File: src/rtl/oisc8_ram_arbiter.sv
// oisc8_ram_arbiter: shares the single OISC8 RAM port between the CPU memory
// block and a DMA-style requester. The CPU normally wins. A starvation counter
// forces a bounded DMA burst during which the CPU is stalled. Read ownership is
// tracked so that the 1-cycle-latency read data is flagged to the right side.
module oisc8_ram_arbiter #(
  parameter int AWIDTH    = 24,
  parameter int DWIDTH    = 16,
  parameter int MAX_WAIT  = 4,
  parameter int BURST_LEN = 8
) (
  input  logic              clk,
  input  logic              rst,
  input  logic              cpu_rd_en,
  input  logic              cpu_wr_en,
  input  logic [AWIDTH-1:0] cpu_addr,
  input  logic [DWIDTH-1:0] cpu_wr_data,
  output logic [DWIDTH-1:0] cpu_rd_data,
  output logic              cpu_rd_valid,
  output logic              cpu_stall,
  input  logic              dma_req,
  input  logic              dma_we,
  input  logic [AWIDTH-1:0] dma_addr,
  input  logic [DWIDTH-1:0] dma_wr_data,
  output logic              dma_gnt,
  output logic [DWIDTH-1:0] dma_rd_data,
  output logic              dma_rd_valid,
  output logic              ram_rd_en,
  output logic              ram_wr_en,
  output logic [AWIDTH-1:0] ram_addr,
  output logic [DWIDTH-1:0] ram_wr_data,
  input  logic [DWIDTH-1:0] ram_rd_data
);

  // state | meaning
  // S_CPU | CPU has fixed priority; DMA served only when CPU is idle
  // S_DMA | forced DMA burst; CPU stalled while DMA keeps requesting
  typedef enum logic {S_CPU, S_DMA} state_t;

  localparam logic [7:0] MAX_WAIT_C  = 8'(MAX_WAIT);
  localparam logic [7:0] BURST_LEN_C = 8'(BURST_LEN);

  state_t     state_q, state_d;
  logic [7:0] wait_cnt_q, wait_cnt_d;
  logic [7:0] burst_cnt_q, burst_cnt_d;
  logic       rd_owner_cpu_q, rd_owner_cpu_d;
  logic       rd_owner_dma_q, rd_owner_dma_d;

  logic cpu_act;
  logic cpu_serve;
  logic dma_serve;

  assign cpu_act = cpu_rd_en | cpu_wr_en;

  // State, counters and read-ownership registers
  always_ff @(posedge clk or posedge rst) begin
    if (rst) begin
      state_q        <= S_CPU;
      wait_cnt_q     <= 8'd0;
      burst_cnt_q    <= 8'd0;
      rd_owner_cpu_q <= 1'b0;
      rd_owner_dma_q <= 1'b0;
    end else begin
      state_q        <= state_d;
      wait_cnt_q     <= wait_cnt_d;
      burst_cnt_q    <= burst_cnt_d;
      rd_owner_cpu_q <= rd_owner_cpu_d;
      rd_owner_dma_q <= rd_owner_dma_d;
    end
  end

  // Arbitration: who is served this cycle and how the counters move
  always_comb begin
    state_d     = state_q;
    wait_cnt_d  = wait_cnt_q;
    burst_cnt_d = burst_cnt_q;
    cpu_serve   = 1'b0;
    dma_serve   = 1'b0;
    case (state_q)
      S_CPU: begin
        if (cpu_act) begin
          cpu_serve = 1'b1;
        end else if (dma_req) begin
          dma_serve = 1'b1;
        end
        if (dma_req && cpu_act) begin
          if (wait_cnt_q + 8'd1 == MAX_WAIT_C) begin
            state_d     = S_DMA;
            wait_cnt_d  = 8'd0;
            burst_cnt_d = 8'd0;
          end else begin
            wait_cnt_d = wait_cnt_q + 8'd1;
          end
        end else if (dma_serve) begin
          wait_cnt_d = 8'd0;
        end
      end
      S_DMA: begin
        wait_cnt_d = 8'd0;
        if (dma_req) begin
          dma_serve = 1'b1;
          if (burst_cnt_q + 8'd1 == BURST_LEN_C) begin
            state_d     = S_CPU;
            burst_cnt_d = 8'd0;
          end else begin
            burst_cnt_d = burst_cnt_q + 8'd1;
          end
        end else begin
          // DMA let go early: hand the port back to the CPU this same cycle
          cpu_serve   = cpu_act;
          state_d     = S_CPU;
          burst_cnt_d = 8'd0;
        end
      end
      default: state_d = S_CPU;
    endcase
    rd_owner_cpu_d = cpu_serve & cpu_rd_en;
    rd_owner_dma_d = dma_serve & ~dma_we;
  end

  // RAM-side mux and requester-side outputs, all forced low during reset
  always_comb begin
    ram_rd_en    = 1'b0;
    ram_wr_en    = 1'b0;
    ram_addr     = '0;
    ram_wr_data  = '0;
    cpu_stall    = 1'b0;
    dma_gnt      = 1'b0;
    cpu_rd_valid = 1'b0;
    dma_rd_valid = 1'b0;
    cpu_rd_data  = '0;
    dma_rd_data  = '0;
    if (!rst) begin
      if (cpu_serve) begin
        ram_rd_en   = cpu_rd_en;
        ram_wr_en   = cpu_wr_en;
        ram_addr    = cpu_addr;
        ram_wr_data = cpu_wr_data;
      end else if (dma_serve) begin
        ram_rd_en   = ~dma_we;
        ram_wr_en   = dma_we;
        ram_addr    = dma_addr;
        ram_wr_data = dma_wr_data;
      end
      cpu_stall    = cpu_act & ~cpu_serve;
      dma_gnt      = dma_serve;
      cpu_rd_valid = rd_owner_cpu_q;
      dma_rd_valid = rd_owner_dma_q;
      cpu_rd_data  = ram_rd_data;
      dma_rd_data  = ram_rd_data;
    end
  end

endmodule

File: config.mk
export PLATFORM = sky130hd
export DESIGN_NAME = oisc8_ram_arbiter
export DESIGN_NICKNAME = d
export VERILOG_FILES = /design/src/rtl/oisc8_ram_arbiter.sv
export SDC_FILE = /design/constraint.sdc
export NUM_CORES = 1
export LEC_CHECK = 0
export ABC_CLOCK_PERIOD_IN_PS = 2770
export CAP_MARGIN = 25
export CELL_PAD_IN_SITES_DETAIL_PLACEMENT = 0
export CELL_PAD_IN_SITES_GLOBAL_PLACEMENT = 1
export CORE_MARGIN = 2
export CORE_UTILIZATION = 20
export CTS_BUF_LIST = sky130_fd_sc_hd__clkbuf_16
export DETAILED_ROUTE_END_ITERATION = 8
export PLACE_DENSITY_LB_ADDON = 0.15
export SYNTH_ARGS = -nofsm -noshare
export SYNTH_HDL_FRONTEND = slang
export SYNTH_SLANG_ARGS = --single-unit
File: constraint.sdc
create_clock -name clk -period 2.77 [get_ports clk]
set_clock_uncertainty 0.15 [all_clocks]
set_input_delay 0.554 -clock clk [delete_from_list [all_inputs] [get_ports clk]]
set_output_delay 0.554 -clock clk [all_outputs]
set_load 0.01 [all_outputs]
---- Word level (Yosys, flattened, before mapping) ----
Cells that the tools add are included.
operators by class
  reduce and logical (&&, ||, !) cells .... 2
  mux-type cells .......................... 38
  div/mod/pow operators ................... 0
  add/subtract/negate cells ............... 2
  eq/ne operators ......................... 5
  order comparisons ....................... 0
  $mul .................................... 0
  bitwise gates (word level) .............. 7
  shifts and indexed selects .............. 0
operators with widths
  kind                                            count
  two-way mux 24 bit                              3
  two-way mux 16 bit                              4
  two-way mux 8 bit                               7
  case mux 8 bit (2 select lines)                 2
  two-way mux 1 bit                               19
  adder 8 x 1 -> 8 bit (second input constant)    2
  == test 8 x 3 -> 1 bit (second input constant)  1
  == test 8 x 4 -> 1 bit (second input constant)  1
  case mux 1 bit (2 select lines)                 3
  inequality test 2 bit (second input constant)   2
  bitwise AND 1 bit                               3
  inequality test 3 bit (second input constant)   1
  inverter 1 bit                                  3
  AND reduction 2 bit                             1
  logical AND 1 bit                               1
  OR 1 bit                                        1
storage, ports and cells
  bits in read-only memories .............. 0
  register bits after elaboration ......... 19
  memories ................................ 0
  word-level logic and storage cells ...... 59
  memory bits (writable) .................. 0
  latch bits .............................. 0
  output and inout bits ................... 78
  input bits .............................. 102

---- Logic depth before layout (Yosys ltp) ----
  depth after elaboration ................. 7
  depth in mapped cells ................... 6
  gate-level depth less buffers ........... 6

---- Worst setup path before layout ----
Ideal clock, no wire load.
  path type ............................... input-to-output
  from .................................... input port cpu_wr_en
  to ...................................... output port ram_wr_data[10]
  buffers on the path ..................... 1
  required time ........................... 2066 ps
  data arrival time ....................... 1644 ps
  path slack .............................. 422 ps
  stages .................................. 5
  path through ............................ nor2_1 o21ai_0 nor2_1 clkbuf_1 a22o_1
between the ends
  word-level cells in the longest chain between the ends .. 7
  elaborated cells between the ends (all ways) .. 10
  classes of those cells .................. mux (9); bitwise (1)
RTL lines
  what                             RTL line  RTL
  from (decl)                      14        input logic cpu_wr_en,
  OR 1 bit (*)                     52        assign cpu_act = cpu_rd_en | cpu_wr_en;
  two-way mux 1 bit                80        if (cpu_act) begin
  two-way mux 1 bit                78        case (state_q)
  case mux 1 bit (2 select lines)  78
  two-way mux 16 bit               138       end else if (dma_serve) begin
  two-way mux 16 bit (*)           133       if (cpu_serve) begin
  two-way mux 16 bit (*)           132       if (!rst) begin
  to (decl)                        30        output logic [DWIDTH-1:0] ram_wr_data,
Every way passes the cells marked *; elsewhere a longest branch is shown, timed or not. The select of a mux whose other input is x is not followed.

---- Worst setup path in the final report ----
  from .................................... input port cpu_wr_en
  to ...................................... output port ram_wr_data[2]
The elaborated chain is that of the path after synthesis.

==> results.yml <==
detailed_routing:
  drtIter0Drc: 49
  vias: 2185
  vias_per_cell: 4.53
  routed_wl_um: 8020
  drc: 0
  dr.pass1.iters: 4
  drtAntennaViolNets: 0
  wl_per_cell_um: 16.6
clocking:
  cts_sinks: 19
  cts_root_buf: "clkbuf_16"
  cts_buffers: 3
  clkTransAtPathRegs_ns: 0.05
  htreeDepth: 1
  clockBufferDepth: 2
  clock_latency_ns: 0.25
  cts_tree: "built"
run_status:
  run_status: "complete, no violations"
timing:
  fin_crit_ns: 2.65
  rsz0062_at_grt: "no"
  max_freq_mhz: 378
  worstMarginPinSlew_ns: 0.312
  finalSetupViolCount: 0
  slew_violations: 0
  post-route-period-util_pct: 95.6
  timing.setup.tns_ns: 0
  final_hold_viol_count: 0
  maxSlewHeadroom_pct: 79.1
logic_synthesis:
  ys_warn_count: 0
  synth_cell_types: 37
  netlist.area_leader.share_pct: 28.3
  synth-async-reset-ratio_pct: 100
  synthTopCellsByCount: "42 x a22o_1, 19 x dfrtp_1, 18 x nor2b_1, 16 x buf_4, 15 x o21ai_0"
  syn_nets: 303
  yosysMostFrequentCell: "a22o_1"
  syn_area_per_cell_um2: 8.50
  synth_flop_cell: "dfrtp_1"
  netlist_instances: 198
  yosysTopAreaCell: "dfrtp_1"
  synth_edf_count: 0
  synth_area_um2: 1680
  yosysSeqAreaShare_pct: 28.3
  yosys-top-cells-area: "dfrtp_1 28%, a22o_1 22%, buf_4 7.1%, nor2b_1 6.7%, o21ai_0 4.5%"
  ys_ff_latch: 19
global_route:
  grt_antenna_before_repair: 1
  grt_max_degree: 22
  grt_pass1_vias: 2006
  overflow: 0
  grt_usage_pct: 16.0
  grt_pass1_wl_um: 11300
min_path:
  hold_path.class: "reg2reg"
setup_path:
  cp_max_fo: 13
  critPathRequiredTime_ns: 2.07
  arrival_ns: 1.94
  cp-start-kind: "primary input"
  timing_worst_setup_path_type: "in2out"
  end_kind: "primary output"
die:
  ios: 180
  die_w_um: 95.7
  placementRows: 33
  core_um2: 8180
  start_util_pct: 20.6
  die_h_um: 95.7
  die_area_um2: 9160
placement:
  io_buffer_count: 179
  post-dp-hpwl_um: 6350
  post-place-cells: 470
  gp_congestion: 0.727
layout:
  final_cells: 482
  final_layout_size_suffix_gt1_share_pct: 12.0
  syn_to_final_growth_pct: 121
  nets: 482
flow_run:
  max_cap_violations: 0
power:
  leakagePower_nw: 1.69
  powerDensity_nw_per_um2: 349
  ir_worst_vdd_v: 0.000242
-- report_power, final --
part	switching (mW)	internal, mW	leakage [nW]
sequential	0.0340	0.312	0.259
clock	0.105	0.194	0.0409
combinational	0.268	0.385	1.40
total	0.407	0.891	1.69
-- repair_timing --
item,4_1_cts,5_1_grt
gates cloned,2,0
setup buffers,5,0
gates resized for setup,74,1
pin swaps,3,0
endpoints found under the setup margin,44,1
hold buffers,0,0
-- kinds of logic (layout without fill, tap and decap cells) --
group | after synthesis | count (layout) | share of synthesized area [%]
xor+xnor | 6 | 6 | 3.12
mux | 1 | 1 | 0.595
other cells | 0 | 1 | 0
buf+inv | 30 | 208 | 10.6
fa+ha+maj | 3 | 3 | 2.23
simple gates | 68 | 68 | 21.8
flops | 19 | 19 | 28.3
compound gates | 71 | 71 | 33.4
-- final timing paths --
path,from,cells past startpoint,endpoint,slack [ns]
max in group asynchronous,rst,4,wait_cnt_q[6]$_DFFE_PP0P_,1.62
min in group asynchronous,rst,4,rd_owner_dma_q$_DFF_PP0_,0.64
hold reg to reg,wait_cnt_q[6]$_DFFE_PP0P_,1,wait_cnt_q[6]$_DFFE_PP0P_,0.35
hold / removal,wait_cnt_q[6]$_DFFE_PP0P_,1,wait_cnt_q[6]$_DFFE_PP0P_,0.35
setup reg to reg,burst_cnt_q[0]$_DFFE_PP0P_,6,burst_cnt_q[3]$_DFFE_PP0P_,0.79
setup / recovery,cpu_wr_en,8,ram_wr_data[2],0.12
-- layer usage --
metal	part of all wire, %	wire [um]	global-route usage [%]
met3	9.1	731	5.17
met4	0.84	67	2.38
met5	0	0	0
met2	53	4250	28.9
met1	37	2970	18.9
-- worst max-delay path, cell delays in order --
cell and delay [ns]:
dlygate4sd2_1 0.24, nor2_2 0.06, o21ai_2 0.19, nor2_4 0.06, buf_4 0.15, buf_6 0.14, a22o_1 0.24, dlygate4sd2_1 0.29
-- sequential cells by signal (all words and copies together), names as in the netlist --
register and cells:
burst_cnt_q 8, wait_cnt_q 8, rd_owner_cpu_q 1, rd_owner_dma_q 1, state_q 1
-- cell type report --
| class | count | area (um2) |
|---|---|---|
| antenna | 1 | 2.50 |
| timing repair buffer | 202 | 1970 |
| sequential | 19 | 475 |
| multi-input combinational | 149 | 1060 |
| tap | 105 | 131 |
| fill | 825 | 4460 |
| clock inverter | 1 | 5.00 |
| inverter | 2 | 7.51 |
| clock buffer | 3 | 75.1 |
-- per-stage QoR --
stage,worst slack [ns],util [%],total power [mW],hold WS [ns],cell area [um2]
finish,0.121,45.5,1.30,0.355,3720
global route,0.0430,45.5,1.39,0.397,3720
global placement,-0.396,43.9,1.02,0.352,3590
CTS,0.0851,45.4,1.32,0.361,3710
floorplan,0.422,-,0.627,0.316,1680
detailed placement,-0.377,43.9,1.02,0.357,3590
-- cell usage in the layout, fill, tap and decap left out, types with 5 or more instances in the layout --
cell             synthesis  layout
dfrtp_1                 19      19
o21ai_0                 15      14
nor2_1                  13      11
dlygate4sd2_1            0      40
and3_1                   5       5
nand3_1                  5       5
nand2_1                 14      14
buf_4                   16      17
a22o_1                  42      42
buf_2                    4       5
clkdlybuf4s50_1          0     132
nor2b_1                 18      18
Note: power is estimated with default switching activity, not from simulation.
